`config.mk`:
```
export PLATFORM = sky130hd
export DESIGN_NAME = fir_mac_seq
export DESIGN_NICKNAME = d
export VERILOG_FILES = /design/src/rtl/fir_mac_seq.sv
export SDC_FILE = /design/constraint.sdc
export NUM_CORES = 1
export LEC_CHECK = 0
export BUFFER_PORTS_ARGS = -buffer_cell sky130_fd_sc_hd__buf_4
export CAP_MARGIN = 20
export CORE_AREA = 2 2 207 209
export CTS_BUF_LIST = sky130_fd_sc_hd__clkbuf_8 sky130_fd_sc_hd__clkbuf_16
export CTS_CLUSTER_DIAMETER = 120
export CTS_CLUSTER_SIZE = 28
export DETAILED_ROUTE_END_ITERATION = 6
export DIE_AREA = 0 0 209 211
export PLACE_DENSITY = 0.63
export RECOVER_POWER = 25
export SLEW_MARGIN = 5
export SYNTH_ARGS = -nofsm -noshare
export SYNTH_HDL_FRONTEND = slang
export SYNTH_SLANG_ARGS = --single-unit
```
`constraint.sdc`:
```
create_clock -name clk -period 20.3 [get_ports clk]
set_input_delay 2.03 -clock clk [delete_from_list [all_inputs] [get_ports clk]]
set_output_delay 2.03 -clock clk [all_outputs]
set_load 0.02 [all_outputs]
```
`src/rtl/fir_mac_seq.sv`:
```
// Sequential FIR filter: one shared multiplier walks the tap line once per
// accepted sample, then holds the result until the consumer takes it.
//
// state  | meaning
// IDLE   | waiting for a sample; coefficient writes and flush allowed
// ACCUM  | one coef*tap product added to acc per cycle, idx walks 0..NUM_REGS-1
// OUTPUT | acc presented on out_data until out_ready
module fir_mac_seq #(
   parameter int DATA_WIDTH = 16,
   parameter int NUM_REGS   = 8
) (
   input  logic                        clk,
   input  logic                        rst_n,
   input  logic                        in_valid,
   input  logic [DATA_WIDTH-1:0]       in_data,
   output logic                        in_ready,
   output logic                        out_valid,
   output logic [DATA_WIDTH-1:0]       out_data,
   input  logic                        out_ready,
   input  logic                        cfg_we,
   input  logic [$clog2(NUM_REGS)-1:0] cfg_addr,
   input  logic [DATA_WIDTH-1:0]       cfg_wdata,
   input  logic                        flush,
   output logic                        cfg_err,
   output logic                        busy
);

   localparam int AW = $clog2(NUM_REGS);

   typedef enum logic [1:0] {IDLE, ACCUM, OUTPUT} state_t;

   state_t                  state_q, state_d;
   logic [DATA_WIDTH-1:0]   tap_q  [NUM_REGS];
   logic [DATA_WIDTH-1:0]   tap_d  [NUM_REGS];
   logic [DATA_WIDTH-1:0]   coef_q [NUM_REGS];
   logic [DATA_WIDTH-1:0]   coef_d [NUM_REGS];
   logic [DATA_WIDTH-1:0]   acc_q, acc_d;
   logic [AW-1:0]           idx_q, idx_d;
   logic                    cfg_err_q, cfg_err_d;
   logic                    addr_ok;
   logic [DATA_WIDTH-1:0]   prod;

   // Product kept at DATA_WIDTH: the wrap is part of the filter's arithmetic.
   assign prod    = coef_q[idx_q] * tap_q[idx_q];
   assign addr_ok = 32'(cfg_addr) < NUM_REGS;

   always_comb begin
      state_d   = state_q;
      tap_d     = tap_q;
      coef_d    = coef_q;
      acc_d     = acc_q;
      idx_d     = idx_q;
      cfg_err_d = 1'b0;

      if (cfg_we) begin
         if (state_q == IDLE && addr_ok) coef_d[cfg_addr] = cfg_wdata;
         else                            cfg_err_d = 1'b1;
      end

      case (state_q)
         IDLE: begin
            if (flush) begin
               for (int k = 0; k < NUM_REGS; k++) tap_d[k] = '0;
            end else if (in_valid) begin
               tap_d[0] = in_data;
               for (int k = 1; k < NUM_REGS; k++) tap_d[k] = tap_q[k-1];
               acc_d   = '0;
               idx_d   = '0;
               state_d = ACCUM;
            end
         end
         ACCUM: begin
            acc_d = acc_q + prod;
            idx_d = idx_q + AW'(1);
            if (idx_q == AW'(NUM_REGS - 1)) state_d = OUTPUT;
         end
         OUTPUT: begin
            if (out_ready) state_d = IDLE;
         end
         default: state_d = IDLE;
      endcase
   end

   always_ff @(posedge clk or negedge rst_n) begin
      if (!rst_n) begin
         state_q   <= IDLE;
         acc_q     <= '0;
         idx_q     <= '0;
         cfg_err_q <= 1'b0;
         for (int k = 0; k < NUM_REGS; k++) begin
            tap_q[k]  <= '0;
            coef_q[k] <= '0;
         end
      end else begin
         state_q   <= state_d;
         acc_q     <= acc_d;
         idx_q     <= idx_d;
         cfg_err_q <= cfg_err_d;
         tap_q     <= tap_d;
         coef_q    <= coef_d;
      end
   end

   // Flush takes priority over a sample, so the sample is refused that cycle.
   assign in_ready  = (state_q == IDLE) && !flush;
   assign out_valid = (state_q == OUTPUT);
   assign out_data  = acc_q;
   assign busy      = (state_q != IDLE);
   assign cfg_err   = cfg_err_q;

endmodule

```
## Yosys cells after proc, flatten, opt, wreduce, memory -nomap -nowiden

Cells that the tools add are included.

| word-level totals | value |
|---|---|
| bits of input ports | 41 |
| flip-flop bits (word level) | 278 |

| operators by class | value |
|---|---|
| multipliers | 1 |
| reductions and logical operators | 11 |
| multiplexer cells | 24 |
| order comparisons | 3 |
| add/sub/neg operators | 2 |
| bitwise logic cells | 2 |
| equality and inequality tests | 7 |

Operators with widths:

| operator | number |
|---|---|
| $mux 128 | 2 |
| $bwmux 128 | 1 |
| $mux 16 | 7 |
| $bmux 16 s3 | 2 |
| $demux 16 s3 | 1 |
| $pmux 16 s2 | 1 |
| $add 16x16->16 | 1 |
| $mul 16x16->16 | 1 |
| $ge 4x4->1 const B | 2 |
| $mux 2 | 4 |
| $not 3->4 | 2 |
| $mux 3 | 2 |
| $ne 2x2->1 const B | 3 |
| $pmux 2 s3 | 1 |
| $pmux 3 s2 | 1 |
| $reduce_bool 2->1 | 3 |
| $lt 4x1->1 const B | 1 |
| $reduce_and 2->1 | 2 |
| $reduce_and 4->1 | 1 |
| $add 3x1->3 const B | 1 |
| $eq 3x3->1 const B | 1 |
| $reduce_and 3->1 | 1 |
| $eq 2x1->1 const B | 1 |
| $eq 2x2->1 const B | 1 |
| 5 further kinds | 7 |

## Depth between registers and ports, before layout

| logic depth | value |
|---|---|
| word-level depth | 7 |
| gate-level depth with buffers | 29 |
| mapped depth without buffers | 24 |

## Worst setup path before layout

No wires, ideal clock.

| timing path | value |
|---|---|
| kind | register to register |
| from | register idx_q[1] |
| to | register acc_q[14] (netlist: out_data[14]) |
| cell stages (with the launch flop) | 26 |
| required time | 20.178 ns |
| buffers on the path | 6 |
| arrival time | 6.248 ns |
| path slack | 13.930 ns |
| period minus slack after synthesis | 6.370 ns |
| library setup time | 0.122 ns |
| cell sequence | dfrtp_1 > buf_6 > buf_12 > buf_12 > buf_12 > buf_6 > mux4_2 > mux2i_1 > clkbuf_1 > or2_2 > fa_1 > fa_1 > inv_1 > ha_1 > fa_1 > ha_1 > inv_1 > fa_1 > inv_1 > ha_1 > a21oi_1 > o21bai_1 > a211o_1 > a2111oi_0 > o21ai_0 > a32o_1 |

| between the ends | value |
|---|---|
| word-level cells in the longest chain between the ends | 7 |
| elaborated cells between the ends (all ways) | 10 |
| those cells by class | add/sub: 1; mul: 1; mux: 7; bitwise: 1 |

Ends and longest elaborated chain:

| item | line | source |
|---|---|---|
| start, declared | 38 | `logic [AW-1:0] idx_q, idx_d;` |
| start signal, assigned | 97 | `idx_q <= idx_d;` |
| $not 3->4 (not written as such) * | 44 | `assign prod = coef_q[idx_q] * tap_q[idx_q];` |
| $bmux 16 s3 | 44 |  |
| $mux 16 (not written as such) (2 in a row) | 44 |  |
| $mul 16x16->16 * | 44 |  |
| $add 16x16->16 * | 73 | `acc_d = acc_q + prod;` |
| $pmux 16 s2 * | 60 | `case (state_q)` |
| end signal, assigned | 87 | `acc_q <= '0;` |
| end signal, assigned | 96 | `acc_q <= acc_d;` |
| end, declared | 37 | `logic [DATA_WIDTH-1:0] acc_q, acc_d;` |

Every way passes the cells marked *; elsewhere a longest branch is shown, timed or not. The select of a mux whose other input is x is not followed.
A chain may end at the register's enable or synchronous reset.

## Final worst setup path

Same ends and word-level chain as after synthesis.

==> flow_metrics.py <==
metrics = {
    "outcome": {
        "outcome": "complete, but fails checks",
        "failed_checks": "capacitance limit, slew limit",
    },
    "cts": {
        "clkSlewWorstSetupHoldPaths_ns": 0.10,
        "cts-buffers-inserted": 14,
        "clock_tree.htree_level_count": 1,
        "clock_latency_ns": 0.52,
        "cts_setup_buffers": 0,
        "postCtsResizedCells": 0,
        "clkSinkCount": 278,
        "cts_tree": "yes",
        "clk_root_buffer_cell": "sky130_fd_sc_hd__clkbuf_16",
        "cts_hold_buffers": 0,
        "cts-root-to-sink-buffers": 3,
    },
    "logic_synthesis": {
        "synth-warning-count": 0,
        "netlist_top_cells_count": "sky130_fd_sc_hd__dfrtp_1 (278), sky130_fd_sc_hd__inv_1 (168), sky130_fd_sc_hd__a22o_1 (137)",
        "synth_largest_type_area_fraction": 0.422,
        "yosysSeqAreaShare": 0.422,
        "ys_ff_latch": 278,
        "synth.cell_area_um2": 16500,
        "synth_ff_type": "sky130_fd_sc_hd__dfrtp_1",
        "post_synth_num_cell_types": 47,
        "postSynthCellCount": 1291,
        "most_frequent_cell_after_synthesis": "sky130_fd_sc_hd__dfrtp_1",
        "synth_area_leader_cell": "sky130_fd_sc_hd__dfrtp_1",
        "synth_enable_flop_cells": 0,
        "async_flop_share": 1.00,
        "synth.top_cells.by_area": "sky130_fd_sc_hd__dfrtp_1 (42%), sky130_fd_sc_hd__fa_1 (11%), sky130_fd_sc_hd__mux2_2 (9.3%), sky130_fd_sc_hd__a22o_1 (7.3%), sky130_fd_sc_hd__mux4_2 (6.8%)",
        "syn_nets": 1480,
        "postSynthAreaPerCell_um2": 12.8,
    },
    "die": {
        "start_util": 0.395,
        "io_count": 61,
        "design.core.area_um2": 41800,
        "die_width_um": 209,
        "placement_row_count": 75,
        "die_height_um": 211,
        "die-area_um2": 44100,
    },
    "sta": {
        "largest_clock_skew_in_the_final_design_ns": 0.0276,
        "relSlewSlack": -2.35,
        "postLayoutSetupSlackWorst_ns": 12.41,
        "worst-slew-pin-transition_ns": 5.03,
        "final.period_utilization": 0.389,
        "final-max-slew-violation-count": 131,
        "fmaxAchievable_mhz": 127,
        "final_sum_of_negative_setup_slack_ns": 0,
        "fin_crit_ns": 7.89,
        "report.final.setup_viol": 0,
        "unrepaired_setup_endpoints_after_global_routing": "no",
        "hold_violations": 0,
    },
    "run": {
        "timing.max_cap.violations": 2,
    },
    "critical_path": {
        "critical_path.n_buffers_inverters": 5,
        "worst_path_largest_cell_delay_ns": 0.88,
        "critical_path.slowest_cell": "sky130_fd_sc_hd__mux2i_1",
        "critical_path_class": "register to register",
        "cp_top_family": "adder cells",
        "worst-endpoint-required_ns": 20.71,
        "critical_path.cell_chain": "buf_4 -> mux4_1 -> mux2i_1 -> nor2_1 -> fa_1 -> inv_1 -> fa_1 -> fa_1 -> fa_1 -> inv_1 -> fa_1 -> inv_1 -> fa_1 -> inv_1 -> ha_1 -> o21a_1 -> a2111oi_0 -> o21ai_0 -> a32o_1",
        "startpoint_type": "register",
        "worst_path_most_repeated_cell": "sky130_fd_sc_hd__fa_1",
        "timing.reg2reg.setup_slack_ns": 12.41,
        "cp-end-kind": "register",
        "critical_path.max_fanout": 38,
        "cp_data_arrival_time_ns": 8.30,
    },
    "detailed_routing": {
        "route.detailed.drc": 0,
        "postRouteWirelength_um": 36000,
        "drt_wl_cell_um": 19.4,
        "detailedRoute.firstPassIterationCount": 5,
        "detail_route.vias_per_cell": 5.35,
        "antenna_violating_nets_post_route": 0,
        "vias": 9926,
        "drt_iter0_markers": 598,
    },
    "place": {
        "place_inst": 1837,
        "gp_weighted_congestion": 0.815,
        "place.detailed.hpwl_um": 24700,
        "io_buffer_count": 60,
        "pre_cts_ws_ns": 12.44,
    },
    "global_route": {
        "groute.layer.met2.usage": 0.284,
        "largest_net_degree_at_the_start_of_global_routing": 190,
        "initial_antenna_violation_count": 0,
        "grt_first_pass_wirelength_um": 59100,
        "globalRouteMet1Util": 0.241,
        "globalRoute.busiestLayer": "met2",
        "grt_remaining_overflow": 0,
        "grt_util_met3": 0.0192,
        "grt_usage": 0.169,
        "via_count_of_the_first_global_routing_pass": 10600,
    },
    "cells_and_area": {
        "area_growth_pct": 7.93,
        "finish.cell_count_without_fillers": 1857,
        "num-nets-final": 1504,
        "post_route_cells_drive_above_1_share": 0.232,
        "nFillCells": 3878,
    },
    "power_and_ir_drop": {
        "cellLeakagePower_uw": 0.00835,
        "pwr_density_cell_nw_per_um2": 142,
        "vdd_ir_drop_max_mv": 0.0662,
    },
    "min_path": {
        "hp-class": "register to register",
    },
}
[routing by layer]
layer / wire, um / share of wire / vias up
met5: 0 / 0 / -
met4: 436 / 0.012 / 0
met3: 1080 / 0.030 / 29
met2: 17500 / 0.49 / 137
met1: 17000 / 0.47 / 5268
li1: - / - / 4492
[path summary, 6_finish.rpt]
check / from / cells past startpoint / end
worst max-delay path: idx_q[1]$_DFFE_PN0P_ / 19 / out_data[14]$_DFFE_PN0P_
max in group asynchronous: rst_n / 1 / idx_q[1]$_DFFE_PN0P_
min in group asynchronous: rst_n / 1 / tap_q[15]$_DFFE_PN0P_
worst min-delay path: coef_q[122]$_DFFE_PN0P_ / 1 / coef_q[122]$_DFFE_PN0P_
worst min register to register: coef_q[122]$_DFFE_PN0P_ / 1 / coef_q[122]$_DFFE_PN0P_
worst max register to register: idx_q[1]$_DFFE_PN0P_ / 19 / out_data[14]$_DFFE_PN0P_
[state kept, by name, summed over array words and instances (netlist names)]
name      count
cfg_err       1
state_q       2
tap_q       128
coef_q      128
idx_q         3
out_data     16
[power breakdown]
group / switching [uW] / leakage, uW / internal (uW)
registers: 121 / 0.00366 / 727
logic: 742 / 0.00449 / 621
clock network: 185 / 0.000201 / 138
total: 1050 / 0.00835 / 1490
[layout make-up]
| cell class | instances | area [um^2] | share of cell area |
|---|---|---|---|
| sequential | 278 | 6960 | 0.391 |
| inverter | 170 | 638 | 0.0358 |
| tap | 539 | 674 | 0.0379 |
| clock buffer | 15 | 375 | 0.0211 |
| timing repair buffer | 77 | 572 | 0.0321 |
| clock inverter | 3 | 33.8 | 0.00190 |
| antenna | 1 | 2.50 | 0.000141 |
| multi-input combinational | 774 | 8540 | 0.480 |
[cell usage in the layout (no fill, tap or decap), types with 5 or more instances in the layout]
cell type,Yosys,routed
sky130_fd_sc_hd__a22o_1,137,137
sky130_fd_sc_hd__mux2i_1,19,19
sky130_fd_sc_hd__nor2_1,72,72
sky130_fd_sc_hd__mux2i_4,5,5
sky130_fd_sc_hd__mux4_2,50,50
sky130_fd_sc_hd__mux2_2,136,136
sky130_fd_sc_hd__buf_4,2,71
sky130_fd_sc_hd__o21bai_1,6,6
sky130_fd_sc_hd__nand2_1,55,55
sky130_fd_sc_hd__dfrtp_1,278,276
sky130_fd_sc_hd__o21ai_0,11,10
sky130_fd_sc_hd__clkbuf_1,49,5
sky130_fd_sc_hd__clkbuf_16,0,15
sky130_fd_sc_hd__inv_1,168,168
sky130_fd_sc_hd__or2_2,15,15
sky130_fd_sc_hd__a21oi_1,14,14
sky130_fd_sc_hd__nor2b_1,11,11
sky130_fd_sc_hd__xor2_1,7,7
sky130_fd_sc_hd__mux4_1,13,13
sky130_fd_sc_hd__fa_1,94,94
sky130_fd_sc_hd__nand2b_1,15,15
sky130_fd_sc_hd__xnor2_1,31,31
sky130_fd_sc_hd__ha_1,54,54
[stage by stage]
stage | area (um^2) | total power [uW] | hold slack [ns] | util
2_1_floorplan | 16500 | 1860 | 0.465 | -
4_1_cts | 17800 | 2560 | 0.510 | 0.427
6_report | 17800 | 2530 | 0.507 | 0.426
3_5_place_dp | 17400 | 2230 | 0.487 | 0.417
5_1_grt | 17800 | 2740 | 0.519 | 0.426
3_3_place_gp | 17400 | 2190 | 0.480 | 0.417
[worst register-to-register path, stage by stage (launching register included)]
cell	delay (ns)
sky130_fd_sc_hd__dfrtp_4	0.79
sky130_fd_sc_hd__buf_4	0.69
sky130_fd_sc_hd__mux4_1	0.64
sky130_fd_sc_hd__mux2i_1	0.88
sky130_fd_sc_hd__nor2_1	0.19
sky130_fd_sc_hd__fa_1	0.58
sky130_fd_sc_hd__inv_1	0.05
sky130_fd_sc_hd__fa_1	0.46
sky130_fd_sc_hd__fa_1	0.49
sky130_fd_sc_hd__fa_1	0.55
sky130_fd_sc_hd__inv_1	0.05
sky130_fd_sc_hd__fa_1	0.47
sky130_fd_sc_hd__inv_1	0.05
sky130_fd_sc_hd__fa_1	0.47
sky130_fd_sc_hd__inv_1	0.05
sky130_fd_sc_hd__ha_1	0.32
sky130_fd_sc_hd__o21a_1	0.14
sky130_fd_sc_hd__a2111oi_0	0.49
sky130_fd_sc_hd__o21ai_0	0.17
sky130_fd_sc_hd__a32o_1	0.26
[kinds of logic (layout without fill, tap and decap cells)]
group	after synthesis	count (layout)	synth area share
flip-flops	278	278	0.422
buffers and inverters	239	265	0.0609
multiplexers	225	225	0.202
AND/OR/NAND/NOR	183	183	0.0499
AO/OA/AOI/OAI	178	178	0.0879
adder cells (fa/ha/maj)	148	148	0.155
XOR/XNOR	40	40	0.0225
other	0	1	0
(Power assumes the default switching activity.)
